File: src/rtl/rr_mem_pkg.sv
// Shared RR row-memory definitions: geometry, FSM state encoding and the
// buffered row payload. Used by the RR reader and writer sides.
package rr_mem_pkg;

  localparam int unsigned ELEMENT_WIDTH = 64;
  localparam int unsigned NO_OF_UNITS   = 8;
  localparam int unsigned ROW_W         = ELEMENT_WIDTH * NO_OF_UNITS;
  localparam int unsigned ADDRESS_WIDTH = 20;
  localparam int unsigned MEM_DEPTH     = 1001;

  typedef enum logic [1:0] {
    IDLE  = 2'd0,
    ISSUE = 2'd1,
    DRAIN = 2'd2
  } rr_state_e;

  typedef struct packed {
    logic             last;
    logic [ROW_W-1:0] row;
  } rr_row_t;

  // Next row address, wrapping from the last memory row back to row 0.
  function automatic logic [ADDRESS_WIDTH-1:0] rr_next_addr(input logic [ADDRESS_WIDTH-1:0] a);
    if (a == ADDRESS_WIDTH'(MEM_DEPTH - 1)) begin
      return '0;
    end
    return a + ADDRESS_WIDTH'(1);
  endfunction

endpackage

File: src/rtl/mem_rr_reader_if.sv
// Row stream from the RR reader to a downstream vector unit (valid/ready).
interface mem_rr_reader_if;
  import rr_mem_pkg::*;

  logic [ROW_W-1:0] out_data;
  logic             out_valid;
  logic             out_ready;
  logic             out_last;

  modport master (output out_data, output out_valid, output out_last, input  out_ready);
  modport slave  (input  out_data, input  out_valid, input  out_last, output out_ready);

endinterface

File: src/rtl/rr_skid_buffer.sv
// Two-entry FIFO of {last, row}. Entry 0 is the head and drives the output
// directly, so the head is always a register.
module rr_skid_buffer
  import rr_mem_pkg::*;
(
  input  logic    clk,
  input  logic    rst_n,
  input  logic    push_i,
  input  rr_row_t push_data_i,
  input  logic    pop_i,
  output rr_row_t head_o,
  output logic    full_o,
  output logic    empty_o
);

  logic [1:0] count_q, count_d;
  rr_row_t    ent0_q, ent0_d;
  rr_row_t    ent1_q, ent1_d;
  logic       push_c, pop_c;

  // Entry shuffling for push, pop and simultaneous push+pop.
  always_comb begin
    push_c  = push_i && (count_q != 2'd2);
    pop_c   = pop_i && (count_q != 2'd0);
    ent0_d  = ent0_q;
    ent1_d  = ent1_q;
    count_d = count_q;
    if (push_c && pop_c) begin
      // Only reachable with exactly one entry: new row becomes the head.
      ent0_d = push_data_i;
    end else if (pop_c) begin
      ent0_d  = ent1_q;
      ent1_d  = '0;
      count_d = count_q - 2'd1;
    end else if (push_c) begin
      if (count_q == 2'd0) begin
        ent0_d = push_data_i;
      end else begin
        ent1_d = push_data_i;
      end
      count_d = count_q + 2'd1;
    end
  end

  // Storage registers; reset flushes both entries.
  always_ff @(posedge clk or negedge rst_n) begin
    if (!rst_n) begin
      count_q <= 2'd0;
      ent0_q  <= '0;
      ent1_q  <= '0;
    end else begin
      count_q <= count_d;
      ent0_q  <= ent0_d;
      ent1_q  <= ent1_d;
    end
  end

  assign head_o  = ent0_q;
  assign full_o  = (count_q == 2'd2);
  assign empty_o = (count_q == 2'd0);

endmodule

File: src/rtl/mem_rr_reader.sv
// RR memory read sequencer: walks [base, base+row_count) modulo MEM_DEPTH,
// captures each row into a 2-entry buffer and streams it over out_if.
// Optional feature macro: RR_READER_CHECKSUM_EN adds a running XOR checksum
// output of all rows handshaken in the current transfer.
module mem_rr_reader
  import rr_mem_pkg::*;
(
  input  logic                     clk,
  input  logic                     rst_n,
  input  logic                     start,
  input  logic [ADDRESS_WIDTH-1:0] base_address,
  input  logic [ADDRESS_WIDTH-1:0] row_count,
  output logic [ADDRESS_WIDTH-1:0] mem_read_address,
  input  logic [ROW_W-1:0]         mem_read_data,
  mem_rr_reader_if.master          out_if,
  output logic                     busy,
  output logic                     done
`ifdef RR_READER_CHECKSUM_EN
  ,
  output logic [ROW_W-1:0]         checksum
`endif
);

  rr_state_e                state_q, state_d;
  logic [ADDRESS_WIDTH-1:0] ptr_q, ptr_d;
  logic [ADDRESS_WIDTH-1:0] cnt_q, cnt_d;
  logic [ADDRESS_WIDTH-1:0] issued_q, issued_d;
  logic                     busy_q, busy_d;
  logic                     done_q, done_d;

  logic    push_c, pop_c, last_row_c, drain_done_c;
  logic    fifo_full, fifo_empty;
  rr_row_t push_row, head_row;

  // Row currently being issued is the final one of the transfer.
  assign last_row_c   = (issued_q == (cnt_q - ADDRESS_WIDTH'(1)));
  assign pop_c        = !fifo_empty && out_if.out_ready;
  // Buffer is empty after this edge (no pushes happen while draining).
  assign drain_done_c = fifo_empty || (pop_c && !fifo_full);
  assign push_row     = {last_row_c, mem_read_data};

  // State register.
  always_ff @(posedge clk or negedge rst_n) begin
    if (!rst_n) begin
      state_q <= IDLE;
    end else begin
      state_q <= state_d;
    end
  end

  // Next-state logic.
  always_comb begin
    state_d = state_q;
    unique case (state_q)
      IDLE: begin
        if (start && (row_count != '0)) begin
          state_d = ISSUE;
        end
      end
      ISSUE: begin
        if (!fifo_full && last_row_c) begin
          state_d = DRAIN;
        end
      end
      DRAIN: begin
        if (drain_done_c) begin
          state_d = IDLE;
        end
      end
      default: state_d = IDLE;
    endcase
  end

  // Datapath and output next values.
  always_comb begin
    ptr_d    = ptr_q;
    cnt_d    = cnt_q;
    issued_d = issued_q;
    push_c   = 1'b0;
    done_d   = 1'b0;
    busy_d   = (state_d != IDLE);
    unique case (state_q)
      IDLE: begin
        if (start) begin
          if (row_count != '0) begin
            ptr_d    = base_address;
            cnt_d    = row_count;
            issued_d = '0;
          end else begin
            done_d = 1'b1;
          end
        end
      end
      ISSUE: begin
        push_c = !fifo_full;
        if (push_c) begin
          ptr_d    = rr_next_addr(ptr_q);
          issued_d = issued_q + ADDRESS_WIDTH'(1);
        end
      end
      DRAIN: begin
        done_d = drain_done_c;
      end
      default: ;
    endcase
  end

  // Datapath and output registers.
  always_ff @(posedge clk or negedge rst_n) begin
    if (!rst_n) begin
      ptr_q    <= '0;
      cnt_q    <= '0;
      issued_q <= '0;
      busy_q   <= 1'b0;
      done_q   <= 1'b0;
    end else begin
      ptr_q    <= ptr_d;
      cnt_q    <= cnt_d;
      issued_q <= issued_d;
      busy_q   <= busy_d;
      done_q   <= done_d;
    end
  end

  rr_skid_buffer u_buf (
    .clk         (clk),
    .rst_n       (rst_n),
    .push_i      (push_c),
    .push_data_i (push_row),
    .pop_i       (pop_c),
    .head_o      (head_row),
    .full_o      (fifo_full),
    .empty_o     (fifo_empty)
  );

  assign mem_read_address = ptr_q;
  assign busy             = busy_q;
  assign done             = done_q;
  assign out_if.out_data  = head_row.row;
  assign out_if.out_last  = head_row.last;
  assign out_if.out_valid = !fifo_empty;

`ifdef RR_READER_CHECKSUM_EN
  logic [ROW_W-1:0] csum_q, csum_d;

  // Clear on an accepted start, accumulate every handshaken row.
  always_comb begin
    csum_d = csum_q;
    if ((state_q == IDLE) && start) begin
      csum_d = '0;
    end else if (pop_c) begin
      csum_d = csum_q ^ head_row.row;
    end
  end

  // Checksum register; holds its value between transfers.
  always_ff @(posedge clk or negedge rst_n) begin
    if (!rst_n) begin
      csum_q <= '0;
    end else begin
      csum_q <= csum_d;
    end
  end

  assign checksum = csum_q;
`endif

endmodule
File: src/flat_wrapper.sv
// flat-port wrapper written by rule: the top's interface ports become plain ports
module mem_rr_reader_flat import rr_mem_pkg::*;
  (clk, rst_n, start, base_address, row_count, mem_read_address, mem_read_data, busy, done, out_if_out_data, out_if_out_valid, out_if_out_last, out_if_out_ready);
  mem_rr_reader_if out_if_i ();
  input  logic clk;
  input  logic rst_n;
  input  logic start;
  input  logic [ADDRESS_WIDTH-1:0] base_address;
  input  logic [ADDRESS_WIDTH-1:0] row_count;
  output logic [ADDRESS_WIDTH-1:0] mem_read_address;
  input  logic [ROW_W-1:0] mem_read_data;
  output logic busy;
  output logic done;
  output wire logic [$bits(out_if_i.out_data)-1:0] out_if_out_data;
  output wire logic [$bits(out_if_i.out_valid)-1:0] out_if_out_valid;
  output wire logic [$bits(out_if_i.out_last)-1:0] out_if_out_last;
  input wire logic [$bits(out_if_i.out_ready)-1:0] out_if_out_ready;
  assign out_if_out_data = out_if_i.out_data;
  assign out_if_out_valid = out_if_i.out_valid;
  assign out_if_out_last = out_if_i.out_last;
  assign out_if_i.out_ready = out_if_out_ready;
  mem_rr_reader u_core (.clk(clk), .rst_n(rst_n), .start(start), .base_address(base_address), .row_count(row_count), .mem_read_address(mem_read_address), .mem_read_data(mem_read_data), .out_if(out_if_i), .busy(busy), .done(done));
endmodule
File: config.mk
export PLATFORM = sky130hd
export DESIGN_NAME = mem_rr_reader_flat
export DESIGN_NICKNAME = d
export VERILOG_FILES = /design/src/rtl/rr_mem_pkg.sv /design/src/rtl/mem_rr_reader_if.sv /design/src/rtl/rr_skid_buffer.sv /design/src/rtl/mem_rr_reader.sv /design/src/flat_wrapper.sv
export SDC_FILE = /design/constraint.sdc
export NUM_CORES = 2
export LEC_CHECK = 0
export CAP_MARGIN = 15
export CORE_AREA = 2 2 421 423
export CTS_CLUSTER_DIAMETER = 80
export CTS_CLUSTER_SIZE = 25
export DETAILED_ROUTE_END_ITERATION = 16
export DIE_AREA = 0 0 423 425
export SLEW_MARGIN = 10
export SYNTH_ARGS = -nofsm -noshare
export SYNTH_HDL_FRONTEND = slang
export SYNTH_SLANG_ARGS = --single-unit
export TNS_END_PERCENT = 20
File: constraint.sdc
create_clock -name clk -period 3.67 [get_ports clk]
set_input_delay 0.367 -clock clk [delete_from_list [all_inputs] [get_ports clk]]
set_output_delay 0.367 -clock clk [all_outputs]
set_load 0.02 [all_outputs]
==> results.cfg <==
[status]
status = completed

[timing]
hold_violations = 0
grt_setup_unrepaired = no
timing.final.crit_period_ps = 3150
fin_crit_sh_pct = 85.9
slew_headroom_pct = 13.0
timing.fmax_mhz = 317
timing.setup.tns_ps = 0
setup_viol_count_final = 0
fin_skew_ps = 47.9
holdWs_ps = 167
worstMarginPinSlew_ps = 1300
drv_slew = 0

[grt]
gr-total-overflow = 0
grt_pass1_wl_mm = 261
grt_pass1_vias = 35700
antenna_found_initial = 61
grt_start_max_net_pins = 157
gr-usage-all-layers_pct = 19.5

[clocking]
cts_sinks = 1092
htree_levels = 3
clk_latency_ps = 730
cts_resized = 0
clockBufferDepth = 3
postCtsSetupBuffers = 0
numCtsBuffers = 77
path_clk_slew_ps = 110
tritoncts = yes
root_buffer = clkbuf_16

[run]
maxCapViolations = 0

[power_and_ir_drop]
ir_drop_v = 0.000698
seqPwrFrac_pct = 35.7
power_mw = 59.6
p_leak_nw = 26.6
p_int_mw = 33.7
power_density_mw_per_mm2 = 986
swShare_pct = 43.5
p_switching_mw = 26.0
pwr-share-clk_pct = 16.6
comb_power_share_pct = 47.7

[setup_path]
reg2reg_to = u_core.u_buf.head_o[363]
path_class = flip-flop to flip-flop
end_kind = flip-flop
startpoint = u_core.state_q[0]
start_kind = flip-flop
endpoint = u_core.u_buf.head_o[363]
cp.arrival_ps = 3810
crit_path_max_fanout = 152
rr_worst_depth = 9
reg2reg_slack_ps = 520
cp_data_required_time_ps = 4320
r2r-start = u_core.state_q[0]

[synth]
syn_area_mm2 = 0.0435
synth_flop_cell = dfrtp_1
syn-num-nets = 4542
ys.warnings.count = 0
ys_seq_area_share_pct = 62.9
yosysUniqueCellTypes = 58
async_reset_ff_share_pct = 100
avgSynthCellArea_um2 = 10.9
ys_ff_latch = 1092
synth_edf_count = 0
synthesis.instances = 3980

[die]
io_pins = 1092
core_mm2 = 0.175
die_area_mm2 = 0.180
die_w_um = 423
placementRows = 154
fp.dieH_um = 425
floorplan.initialDensity_pct = 24.8

[final_layout]
fin_area_mm2 = 0.0605
drive_gt1_share_pct = 5.83
fillers = 17600
multi_input_area_mm2 = 0.0149
seq_area_mm2 = 0.0273
layoutNonFillerInstCount = 7386
final_nets = 5508
area_delta_synth_final_pct = 39.2

[route]
wire_per_inst_um = 24.7
drt-pass1-iter-count = 7
vias_per_cell = 4.95
vias = 36600
drt_iter0_markers = 3397
drtAntennaViolNets = 0
routed_wl_mm = 182
drc_errors = 0

[place]
post-place-cells = 7206
postPlaceCellArea_mm2 = 0.0575
dpl.hpwl_mm = 131
portBuffers = 1091
routabilityCongestion = 0.922

[min_path]
min_path_type = input port to flip-flop
## registers in the layout, indices dropped and copies added, names as in the netlist
name                     flops
u_core.state_q               2
u_core.done                  1
u_core.mem_read_address     20
u_core.cnt_q                20
u_core.issued_q             20
u_core.u_buf.head_o        513
u_core.u_buf.ent1_q        513
u_core.u_buf.count_q         2
u_core.busy                  1
## metrics by stage
step | setup WS (ps) | utilization, %
5_1_grt | 396 | 34.5
3_3_place_gp | 520 | 32.8
6_report | 518 | 34.5
4_1_cts | 608 | 34.5
3_5_place_dp | 487 | 32.8
2_1_floorplan | 1070 | -
## per-layer routing
| metal | vias to the layer above | track usage (%) | part of all wire, % |
|---|---|---|---|
| met5 | - | 0 | 0.031 |
| met1 | 18800 | 25.1 | 41 |
| li1 | 16200 | - | - |
| met3 | 327 | 5.43 | 7.3 |
| met2 | 1324 | 30.3 | 47 |
| met4 | 8 | 8.97 | 4.6 |
## timing repair
item / CTS / global route
hold buffers: 1 / 0
endpoints found under the hold margin: 34 / 0
setup endpoints to repair: 0 / 0
## kinds of logic (layout without fill, tap and decap cells)
kind of cell | after synthesis | in the layout | share of synthesized area, %
AND/OR/NAND/NOR | 1355 | 1355 | 12.5
AO/OA/AOI/OAI | 1138 | 1138 | 20.3
flip-flops | 1092 | 1092 | 62.9
buffers and inverters | 334 | 1360 | 3.01
XOR/XNOR | 35 | 35 | 0.705
multiplexers | 20 | 20 | 0.512
adder cells (fa/ha/maj) | 6 | 6 | 0.173
other | 0 | 40 | 0
## synth_stat cells (3+ instances only)
cell | instances | share of area, %
dfrtp_1 | 1092 | 63
nand2_1 | 1054 | 9.1
a22o_1 | 514 | 10
a22oi_1 | 370 | 6.4
clkbuf_1 | 285 | 2.5
nor2_1 | 189 | 1.6
a31oi_1 | 151 | 2.2
o21ai_0 | 50 | 0.58
a21oi_1 | 32 | 0.37
buf_1 | 27 | 0.23
xnor2_1 | 21 | 0.42
mux2_2 | 18 | 0.47
inv_1 | 15 | 0.13
xor2_1 | 14 | 0.28
nor3_1 | 13 | 0.15
nor4_1 | 13 | 0.19
and3_1 | 11 | 0.16
nand4_1 | 11 | 0.16
nand2b_1 | 10 | 0.14
nand3_1 | 10 | 0.12
or3_1 | 7 | 0.10
ha_1 | 6 | 0.17
nor2b_1 | 6 | 0.086
nor3b_1 | 5 | 0.086
and4_1 | 4 | 0.081
clkbuf_8 | 4 | 0.13
nand3b_1 | 3 | 0.052
nor4b_1 | 3 | 0.060
nor4bb_1 | 3 | 0.069
## cell usage in the layout, fill, tap and decap left out, types with 11 or more instances in the layout
cell	instances
xnor2_1	21
dfrtp_1	1092
inv_6	11
a21oi_1	31
xor2_1	14
mux2_2	18
o21ai_0	50
nand2_1	1054
diode_2	40
nor3_1	12
nand4_1	11
nor2_1	186
and3_1	11
a31oi_1	150
inv_1	15
clkinv_8	13
a22o_1	514
buf_12	40
buf_4	74
nor4_1	13
clkdlybuf4s50_1	1090
clkbuf_16	77
a22oi_1	370
## layout make-up
class	count	share of cell area, %
multi-input combinational	2554	24.6
antenna	40	0.165
clock buffer	79	3.23
clock inverter	60	1.55
inverter	15	0.0931
timing repair buffer	1206	20.3
sequential	1092	45.2
tap	2340	4.84
## power groups by stage
stage / combinational [mW] / sequential [mW] / clock [mW]
2_1_floorplan: 11.9 / 23.9 / 0
3_3_place_gp: 28.3 / 21.2 / 0
3_5_place_dp: 28.6 / 21.4 / 0
4_1_cts: 28.7 / 21.2 / 10.2
5_1_grt: 30.5 / 21.9 / 10.6
6_report: 28.5 / 21.3 / 9.87
## how the worst min path moves through the flow
stage                     cells past startpoint  slack, ps                  endpoint          startpoint
after global routing                          3        110  u_core.u_buf.head_o[266]  mem_read_data[266]
final                                         3        170  u_core.u_buf.head_o[201]  mem_read_data[201]
after detailed placement                      1        420        u_core.issued_q[8]               rst_n
after CTS                                     3         80  u_core.u_buf.head_o[201]  mem_read_data[201]
after floorplan                               0         70               u_core.busy               rst_n
after global placement                        1        420        u_core.issued_q[8]               rst_n
## worst max-delay path, stage by stage, from the launching register on
cell	delay [ps]
dfrtp_1	460
nor2b_1	170
buf_4	180
nand2b_1	220
inv_1	220
ha_1	300
nor2_4	260
buf_12	370
nand2_1	140
a31oi_1	210
Note: power is estimated with default switching activity, not from simulation.
